--- config.mk ---
export PLATFORM = sky130hd
export DESIGN_NAME = if_id_queue
export DESIGN_NICKNAME = d
export VERILOG_FILES = /design/src/rtl/if_id_queue.sv
export SDC_FILE = /design/constraint.sdc
export NUM_CORES = 1
export LEC_CHECK = 0
export CELL_PAD_IN_SITES_DETAIL_PLACEMENT = 1
export CELL_PAD_IN_SITES_GLOBAL_PLACEMENT = 1
export CORE_ASPECT_RATIO = 1.5
export CORE_UTILIZATION = 30
export DETAILED_ROUTE_END_ITERATION = 10
export PLACE_DENSITY = 0.59
export SLEW_MARGIN = 20
export SYNTH_ARGS = -nofsm -noshare
export SYNTH_HDL_FRONTEND = slang
export SYNTH_SLANG_ARGS = --single-unit
--- constraint.sdc ---
create_clock -name clk -period 6.7 [get_ports clk]
set_input_delay 2.01 -clock clk [delete_from_list [all_inputs] [get_ports clk]]
set_output_delay 2.01 -clock clk [all_outputs]
set_load 0.005 [all_outputs]
--- src/rtl/if_id_queue.sv ---
// ---------------------------------------------------------------------------
// if_id_queue
//
// Fetch-to-decode pipeline stage with a DEPTH-entry instruction queue sitting
// behind a registered decode-side output. Fetch keeps filling the queue while
// decode is stalled; a redirect flush discards everything in flight.
//
// When the queue is empty and decode is not stalled, a fetched instruction
// bypasses the queue and lands in the output register on the next edge, so
// the stage keeps the 1-cycle latency of a plain IF/ID register.
//
// Ports
//   clk           rising-edge clock
//   rst_n         asynchronous active-low reset
//   if_valid      fetch presents an instruction this cycle
//   if_ready      queue can accept (registered count < DEPTH)
//   if_pc_plus_4  fetch PC+4 (word address)
//   if_ins        fetched instruction
//   flush         redirect: empty the queue, bubble the output
//   hold          decode stall: freeze the output, queue may still fill
//   id_valid      id_ins is a real instruction (0 = NOP bubble)
//   id_ins        registered decode instruction
//   id_pc_plus_4  registered decode PC+4
//   count         entries held in the queue, output register excluded
//
// Per-edge priority: flush > hold > advance.
// ---------------------------------------------------------------------------
module if_id_queue #(
    parameter int               PC_W  = 30,
    parameter int               INS_W = 32,
    parameter int               DEPTH = 4,
    parameter logic [INS_W-1:0] NOP   = '0
) (
    input  logic                       clk,
    input  logic                       rst_n,
    input  logic                       if_valid,
    output logic                       if_ready,
    input  logic [PC_W-1:0]            if_pc_plus_4,
    input  logic [INS_W-1:0]           if_ins,
    input  logic                       flush,
    input  logic                       hold,
    output logic                       id_valid,
    output logic [INS_W-1:0]           id_ins,
    output logic [PC_W-1:0]            id_pc_plus_4,
    output logic [$clog2(DEPTH+1)-1:0] count
);

    localparam int PTR_W = $clog2(DEPTH);
    localparam int CNT_W = $clog2(DEPTH+1);

    // Storage carries no reset; only pointers and count define what is live.
    logic [INS_W-1:0] ins_mem [DEPTH];
    logic [PC_W-1:0]  pc_mem  [DEPTH];

    logic [PTR_W-1:0] rd_ptr;
    logic [PTR_W-1:0] wr_ptr;

    logic push;
    logic q_empty;
    logic bypass;
    logic wr_en;
    logic pop;

    // Ready comes from the registered count only, so a slot freed by a pop
    // is not offered to fetch until the following cycle.
    assign if_ready = (count < CNT_W'(DEPTH));
    assign push     = if_valid && if_ready;
    assign q_empty  = (count == '0);

    // Empty queue, decode advancing: the input goes straight to the output.
    assign bypass   = !flush && !hold && q_empty && push;
    // Any accepted push that is neither dropped by flush nor bypassed lands in
    // the queue; while advancing with entries ahead, it queues behind them.
    assign wr_en    = push && !flush && !bypass;
    assign pop      = !flush && !hold && !q_empty;

    always_ff @(posedge clk) begin
        if (wr_en) begin
            ins_mem[wr_ptr] <= if_ins;
            pc_mem[wr_ptr]  <= if_pc_plus_4;
        end
    end

    always_ff @(posedge clk or negedge rst_n) begin
        if (!rst_n) begin
            rd_ptr <= '0;
            wr_ptr <= '0;
            count  <= '0;
        end else if (flush) begin
            rd_ptr <= '0;
            wr_ptr <= '0;
            count  <= '0;
        end else begin
            if (wr_en) begin
                wr_ptr <= wr_ptr + PTR_W'(1);
            end
            if (pop) begin
                rd_ptr <= rd_ptr + PTR_W'(1);
            end
            if (wr_en && !pop) begin
                count <= count + CNT_W'(1);
            end else if (pop && !wr_en) begin
                count <= count - CNT_W'(1);
            end
        end
    end

    always_ff @(posedge clk or negedge rst_n) begin
        if (!rst_n) begin
            id_valid     <= 1'b0;
            id_ins       <= NOP;
            id_pc_plus_4 <= '0;
        end else if (flush) begin
            // Bubble carries the redirect PC+4 so downstream sees where fetch went.
            id_valid     <= 1'b0;
            id_ins       <= NOP;
            id_pc_plus_4 <= if_pc_plus_4;
        end else if (!hold) begin
            if (pop) begin
                id_valid     <= 1'b1;
                id_ins       <= ins_mem[rd_ptr];
                id_pc_plus_4 <= pc_mem[rd_ptr];
            end else if (bypass) begin
                id_valid     <= 1'b1;
                id_ins       <= if_ins;
                id_pc_plus_4 <= if_pc_plus_4;
            end else begin
                id_valid     <= 1'b0;
                id_ins       <= NOP;
            end
        end
    end

endmodule

==> reports/metrics.yaml, run 1 <==
timing:
  finalSetupTns_ns: 0
  fin_ws_ns: 2.40
  hold_violations: 0
  finClkSkew_ns: 0.00930
  slew_violations: 0
  period_needed_ns: 4.30
  relSlewSlack: 0.307
  rsz0062_at_grt: "false"
  fin_crit_sh: 0.641
  hold_slack_ns: 0.511
  worst_pin_slew_ns: 1.04
  setup_viol: 0
  max_clock_freq_mhz: 233
yosys:
  synth_top_cell_area_share: 0.586
  yosys_warnings: 0
  ys_seq_area_frac: 0.723
  synth_common_cells: "edfxtp_1 (248), dfrtp_1 (70), mux4_2 (56)"
  synth_cells: 720
  async_flop_share: 0.220
  synth_most_common_cell: "edfxtp_1"
  ys_ff_latch: 318
  syn_avg_cell_area_sq_um: 17.7
  synthFlopType: "edfxtp_1"
  syn_area_sq_um: 12700
  synth_top_cell_by_area: "edfxtp_1"
  synth_fp_nets: 792
  synth_area_leaders: "edfxtp_1 (59%), dfrtp_1 (14%), mux4_2 (9.9%)"
  yosysUniqueCellTypes: 47
  synth_edf_count: 248
grt:
  grt_overflow: 0
  antenna_found_initial: 1
  grt_pass1_wl_um: 49600
  grt_pass1_vias: 7944
  track_usage: 0.153
  grt_max_degree: 65
clocking:
  htree_levels: 1
  tritoncts: "yes"
  postCtsHoldBufs: 0
  post_cts_buffers: 0
  clk_path_buf_depth: 3
  cts-root-buf: "clkbuf_16"
  clkTransAtPathRegs_ns: 0.06
  clkLatencyLatePin_ns: 0.57
  cts.sinks: 318
  ctsResizeCount: 0
  numCtsBuffers: 30
min_path:
  hold_depth: 1
  min_from: "id_ins[4]"
  min_path_type: "flip-flop to flip-flop"
placed_design:
  port_buffers: 133
  post_dp_cell_area_sq_um: 14500
  place_congestion: 0.700
  hpwl_um: 19000
  numPlacedInstances: 1364
  place_ws_ns: 1.81
detailed_routing:
  ant_nets: 0
  wire_per_inst_um: 23.0
  vias: 7199
  wirelength_um: 32700
  drc: 0
  first_pass_iters: 6
  via_per_inst: 5.07
  drt-initial-drc-count: 351
pwr:
  leakage_nw: 5.07
  powerDensity_nw_per_um2: 304
  ir_worst_vdd_uv: 153
  power_mw: 4.72
die:
  die_w_um: 170
  initial_utilization: 0.303
  coreArea_sq_um: 41900
  die_area_sq_um: 43200
  row_count: 92
  ios: 134
  die_y_um: 254
layout:
  final-seq-area_sq_um: 9210
  postLayoutCellArea_sq_um: 15500
  fill_cells: 4272
  post-route-util: 0.371
  multi_input_area_sq_um: 3160
  areaGrowthSynthToFinish_pct: 22.2
  stdcell_count: 1421
  num-nets-final: 904
  drive_above_1_share: 0.155
worst_setup_path:
  crit_fanout: 62
  crit_path_start_kind: "primary input"
  arrival_ns: 4.48
  worstPathRequired_ns: 6.88
  endpoint_kind: "flip-flop"
  timing.rr.start: "count[1]"
  r2r_cells: 3
  worstSetupStartpoint: "if_valid"
  critical_path_class: "primary input to flip-flop"
outcome:
  status: "complete, no violations"
flow_run:
  maxCapViolations: 0
[worst paths after layout]
path                                        end  slack, ns
worst min register to register        id_ins[4]       0.51
max in group asynchronous             rd_ptr[0]       4.26
worst min-delay path                  id_ins[4]       0.51
worst max register to register    pc_mem[3][18]       3.87
min in group asynchronous       id_pc_plus_4[8]       1.32
worst max-delay path              pc_mem[3][18]       2.40
[state kept, by name, indices dropped and copies added (netlist names)]
name,count
id_ins,32
id_valid,1
rd_ptr,2
id_pc_plus_4,30
ins_mem,128
count,3
pc_mem,120
wr_ptr,2
[layout make-up]
| cell class | count | share of cell area |
|---|---|---|
| well taps | 564 | 0.0454 |
| inverters | 8 | 0.00193 |
| clock buffers | 37 | 0.0532 |
| clock inverters | 19 | 0.0134 |
| repair buffers | 143 | 0.0900 |
| flip-flops and latches | 318 | 0.593 |
| multi-input cells | 331 | 0.203 |
| diodes | 1 | 0.000161 |
[cells by family (layout without fill, tap and decap cells)]
family / count (synthesis) / count (layout) / share of synthesized area
xor gates and xnor gates: 1 / 1 / 0.000689
buffers and inverters: 71 / 207 / 0.0317
and+or+nand+nor: 109 / 109 / 0.0465
muxes: 64 / 64 / 0.113
DFF: 318 / 318 / 0.723
AOI/OAI and AO/OA: 152 / 152 / 0.0789
other: 0 / 1 / 0
adders and majority gates: 5 / 5 / 0.00551
[metal layers]
metal	share of wire	wire, um	track usage	up-vias
met3	0.039	1270	0.0183	46
li1	-	-	-	3148
met5	0.00052	17	0	-
met1	0.39	12800	0.180	3837
met2	0.54	17700	0.287	166
met4	0.025	832	0.0515	2
[power breakdown]
group          total [mW]  switching [mW]  internal [mW]
Sequential           2.32          0.0807           2.24
Combinational       0.621           0.323          0.298
Clock                1.78           0.745           1.03
[worst max-delay path: stages]
cell             delay [ns]
clkdlybuf4s50_1        0.60
nor2b_1                0.21
nor3b_1                0.66
and2_4                 0.97
[cells in the final DEF, fill, tap and decap left out, drive strengths merged, types with 18 or more instances in the layout]
cell and count:
a211oi 30, a221o 18, a31oi 46, and3 18, clkbuf 37, clkdlybuf4s50 131, dfrtp 70, edfxtp 248
mux4 62, nand3 46, o21ai 34
No activity file was read; power rests on OpenSTA's default activity.
==> run 2: changes to the inputs <==
==> constraint.sdc (replaced) <==
create_clock -name clk -period 4.2 [get_ports clk]
set_input_delay 1.26 -clock clk [delete_from_list [all_inputs] [get_ports clk]]
set_output_delay 1.26 -clock clk [all_outputs]
set_load 0.005 [all_outputs]
==> reports/metrics.yaml, run 2 (synthesized netlist as in run 1, its figures left out) <==
outcome:
  status: "complete, no violations"
clocking:
  clk_path_buf_depth: 3  # unchanged
  htree_levels: 1  # unchanged
  numCtsBuffers: 30  # unchanged
  clkTransAtPathRegs_ns: 0.06  # about the same
  post_cts_buffers: 0  # unchanged
  tritoncts: "yes"
  cts-root-buf: "clkbuf_16"
  clkLatencyLatePin_ns: 0.56  # about the same
  postCtsHoldBufs: 0  # unchanged
  ctsResizeCount: 0  # unchanged
  cts.sinks: 318  # unchanged
worst_setup_path:
  cp_top_family: "buffers and inverters"
  crit_path_start_kind: "flip-flop"
  timing.rr.start: "rd_ptr[0]"
  endpoint_kind: "output port"
  critical_path_class: "flip-flop to output port"
  r2r_cells: 4  # +1
  slowest_stage: "clkdlybuf4s50_1"
  critical_path.cell_chain: "clkdlybuf4s50_1"
  timing.rr.end: "id_ins[24]"
  worstPathRequired_ns: 2.94  # -3.94 ns
  crit_fanout: 11  # -82%
  arrival_ns: 1.88  # -2.60 ns
  crit_buf_inv: 1  # unchanged
  cpPeakStageDelay_ns: 0.67  # -0.30 ns
  r2r_slack_ns: 1.78  # -2.09 ns
die:
  coreArea_sq_um: 41900  # unchanged
  die_area_sq_um: 43200  # unchanged
  die_w_um: 170  # unchanged
  die_y_um: 254  # unchanged
  row_count: 92  # unchanged
  initial_utilization: 0.303  # unchanged
  ios: 134  # unchanged
layout:
  fill_cells: 4225  # -1.1%
  largest_registers: "ins_mem (128), pc_mem (120), id_ins (32)"
  num-nets-final: 921  # +1.9%
  mostFrequentLayoutCell: "edfxtp_1"
  top_register: "ins_mem"
  drive_above_1_share: 0.164  # +0.00843
  largest_register_ffs: 128  # unchanged
  layout_common_cells: "edfxtp_1 (248), clkdlybuf4s50_1 (131), dfrtp_1 (68)"
  n_antenna_cell: 0  # -1
  areaGrowthSynthToFinish_pct: 23.2
timing:
  period_needed_ns: 3.14
  rsz0062_at_grt: "false"
  worst_pin_slew_ns: 1.05  # +0.0140 ns
  relSlewSlack: 0.297  # -0.00932
  finClkSkew_ns: 0.0110  # +0.00174 ns
  hold_violations: 0  # unchanged
  hold_slack_ns: 0.510  # -0.00117 ns
  setup_viol: 0  # unchanged
  slew_violations: 0  # unchanged
  fin_ws_ns: 1.06  # -1.34 ns
  max_clock_freq_mhz: 318
  finalSetupTns_ns: 0  # unchanged
  fin_crit_sh: 0.748
grt:
  grt_max_degree: 65  # unchanged
  antenna_found_initial: 1  # unchanged
  grt_use_met2: 0.281  # -0.00527
  grtUsageMet3: 0.0196  # +0.00124
  grt_overflow: 0  # unchanged
  grt_pass1_wl_um: 49200  # -0.90%
  grt_pass1_vias: 7913  # -0.39%
  track_usage: 0.152  # -0.00118
  met1_usage: 0.183  # +0.00276
  grt_busiest_layer: "met2"
detailed_routing:
  drt-initial-drc-count: 348  # -0.85%
  wirelength_um: 32400  # -0.64%
  via_per_inst: 5.06  # -0.11%
  ant_nets: 0  # unchanged
  first_pass_iters: 6  # unchanged
  vias: 7272  # +1.0%
  drc: 0  # unchanged
  wire_per_inst_um: 22.6  # -1.7%
min_path:
  hold_depth: 1  # unchanged
  min_path_type: "flip-flop to flip-flop"
  min_from: "id_ins[4]"
  min_to: "id_ins[4]"
placed_design:
  port_buffers: 133  # unchanged
  place_congestion: 0.694  # -0.93%
  hpwl_um: 19900  # +4.7%
  place_ws_ns: 0.629  # -1.18 ns
pwr:
  powerDensity_nw_per_um2: 469  # +54%
  ir_worst_vdd_uv: 245  # +61%
  power_mw: 7.35  # +56%
  leakage_nw: 5.13  # +1.2%
flow_run:
  maxCapViolations: 0  # unchanged
==> run 2: cell types whose count changed in the layout (fill, tap and decap cells not counted), moves of 2 or more <==
| cell | before | now |
|---|---|---|
| clkbuf_1 | 2 | 8 |
| bufinv_16 | 4 | 2 |
| buf_12 | 0 | 8 |
| buf_4 | 11 | 20 |
| clkbuf_8 | 5 | 0 |
==> run 2: through the flow <==
stage | cells | utilization | instance area [sq um]
floorplan | 720 | - | 12700
global placement | 1381 | 0.351 | 14700
detailed placement | 1381 | 0.351 | 14700
CTS | 1437 | 0.374 | 15700
global route | 1437 | 0.374 | 15700
finish | 1437 | 0.374 | 15700
==> run 2: power by group <==
group	leakage, nW	switching [mW]	internal [mW]
clock network	0.465	1.14	1.47
logic	1.55	0.502	0.502
registers	3.11	0.150	3.58
==> run 2: final cells by class <==
cell class	count	area, sq um	share of cell area
Multi-Input combinational cell	331	3160	0.201
Timing Repair Buffer	160	1630	0.104
Tap cell	564	706	0.0450
Sequential cell	318	9210	0.588
Clock buffer	39	806	0.0514
Clock inverter	17	136	0.00871
Inverter	8	30.0	0.00192
==> run 2: worst max-delay path by stage <==
stage                                to  startpoint  slack (ns)  cells past startpoint
after floorplan           ins_mem[1][0]    if_valid        0.26                      4
after global placement    pc_mem[3][20]    if_valid        0.67                      6
after detailed placement  pc_mem[3][22]    if_valid        0.63                      6
after CTS                      count[0]    count[0]        1.03                      1
after global routing           count[0]    count[0]        0.98                      1
final                          count[0]    count[0]        1.06                      1
==> run 2: worst reg2reg max path, stage by stage, from the launching register on <==
cell	delay, ns
dfrtp_4	1.10
buf_4	0.41
mux4_1	0.60
nand3_1	0.11
a21oi_1	0.09
==> run 2: per-layer routing <==
metal | up-vias | share of wire | wire [um]
li1 | 3179 | - | -
met1 | 3924 | 0.41 | 13300
met2 | 131 | 0.54 | 17500
met3 | 36 | 0.032 | 1030
met4 | 2 | 0.020 | 633
met5 | - | 0.00052 | 17
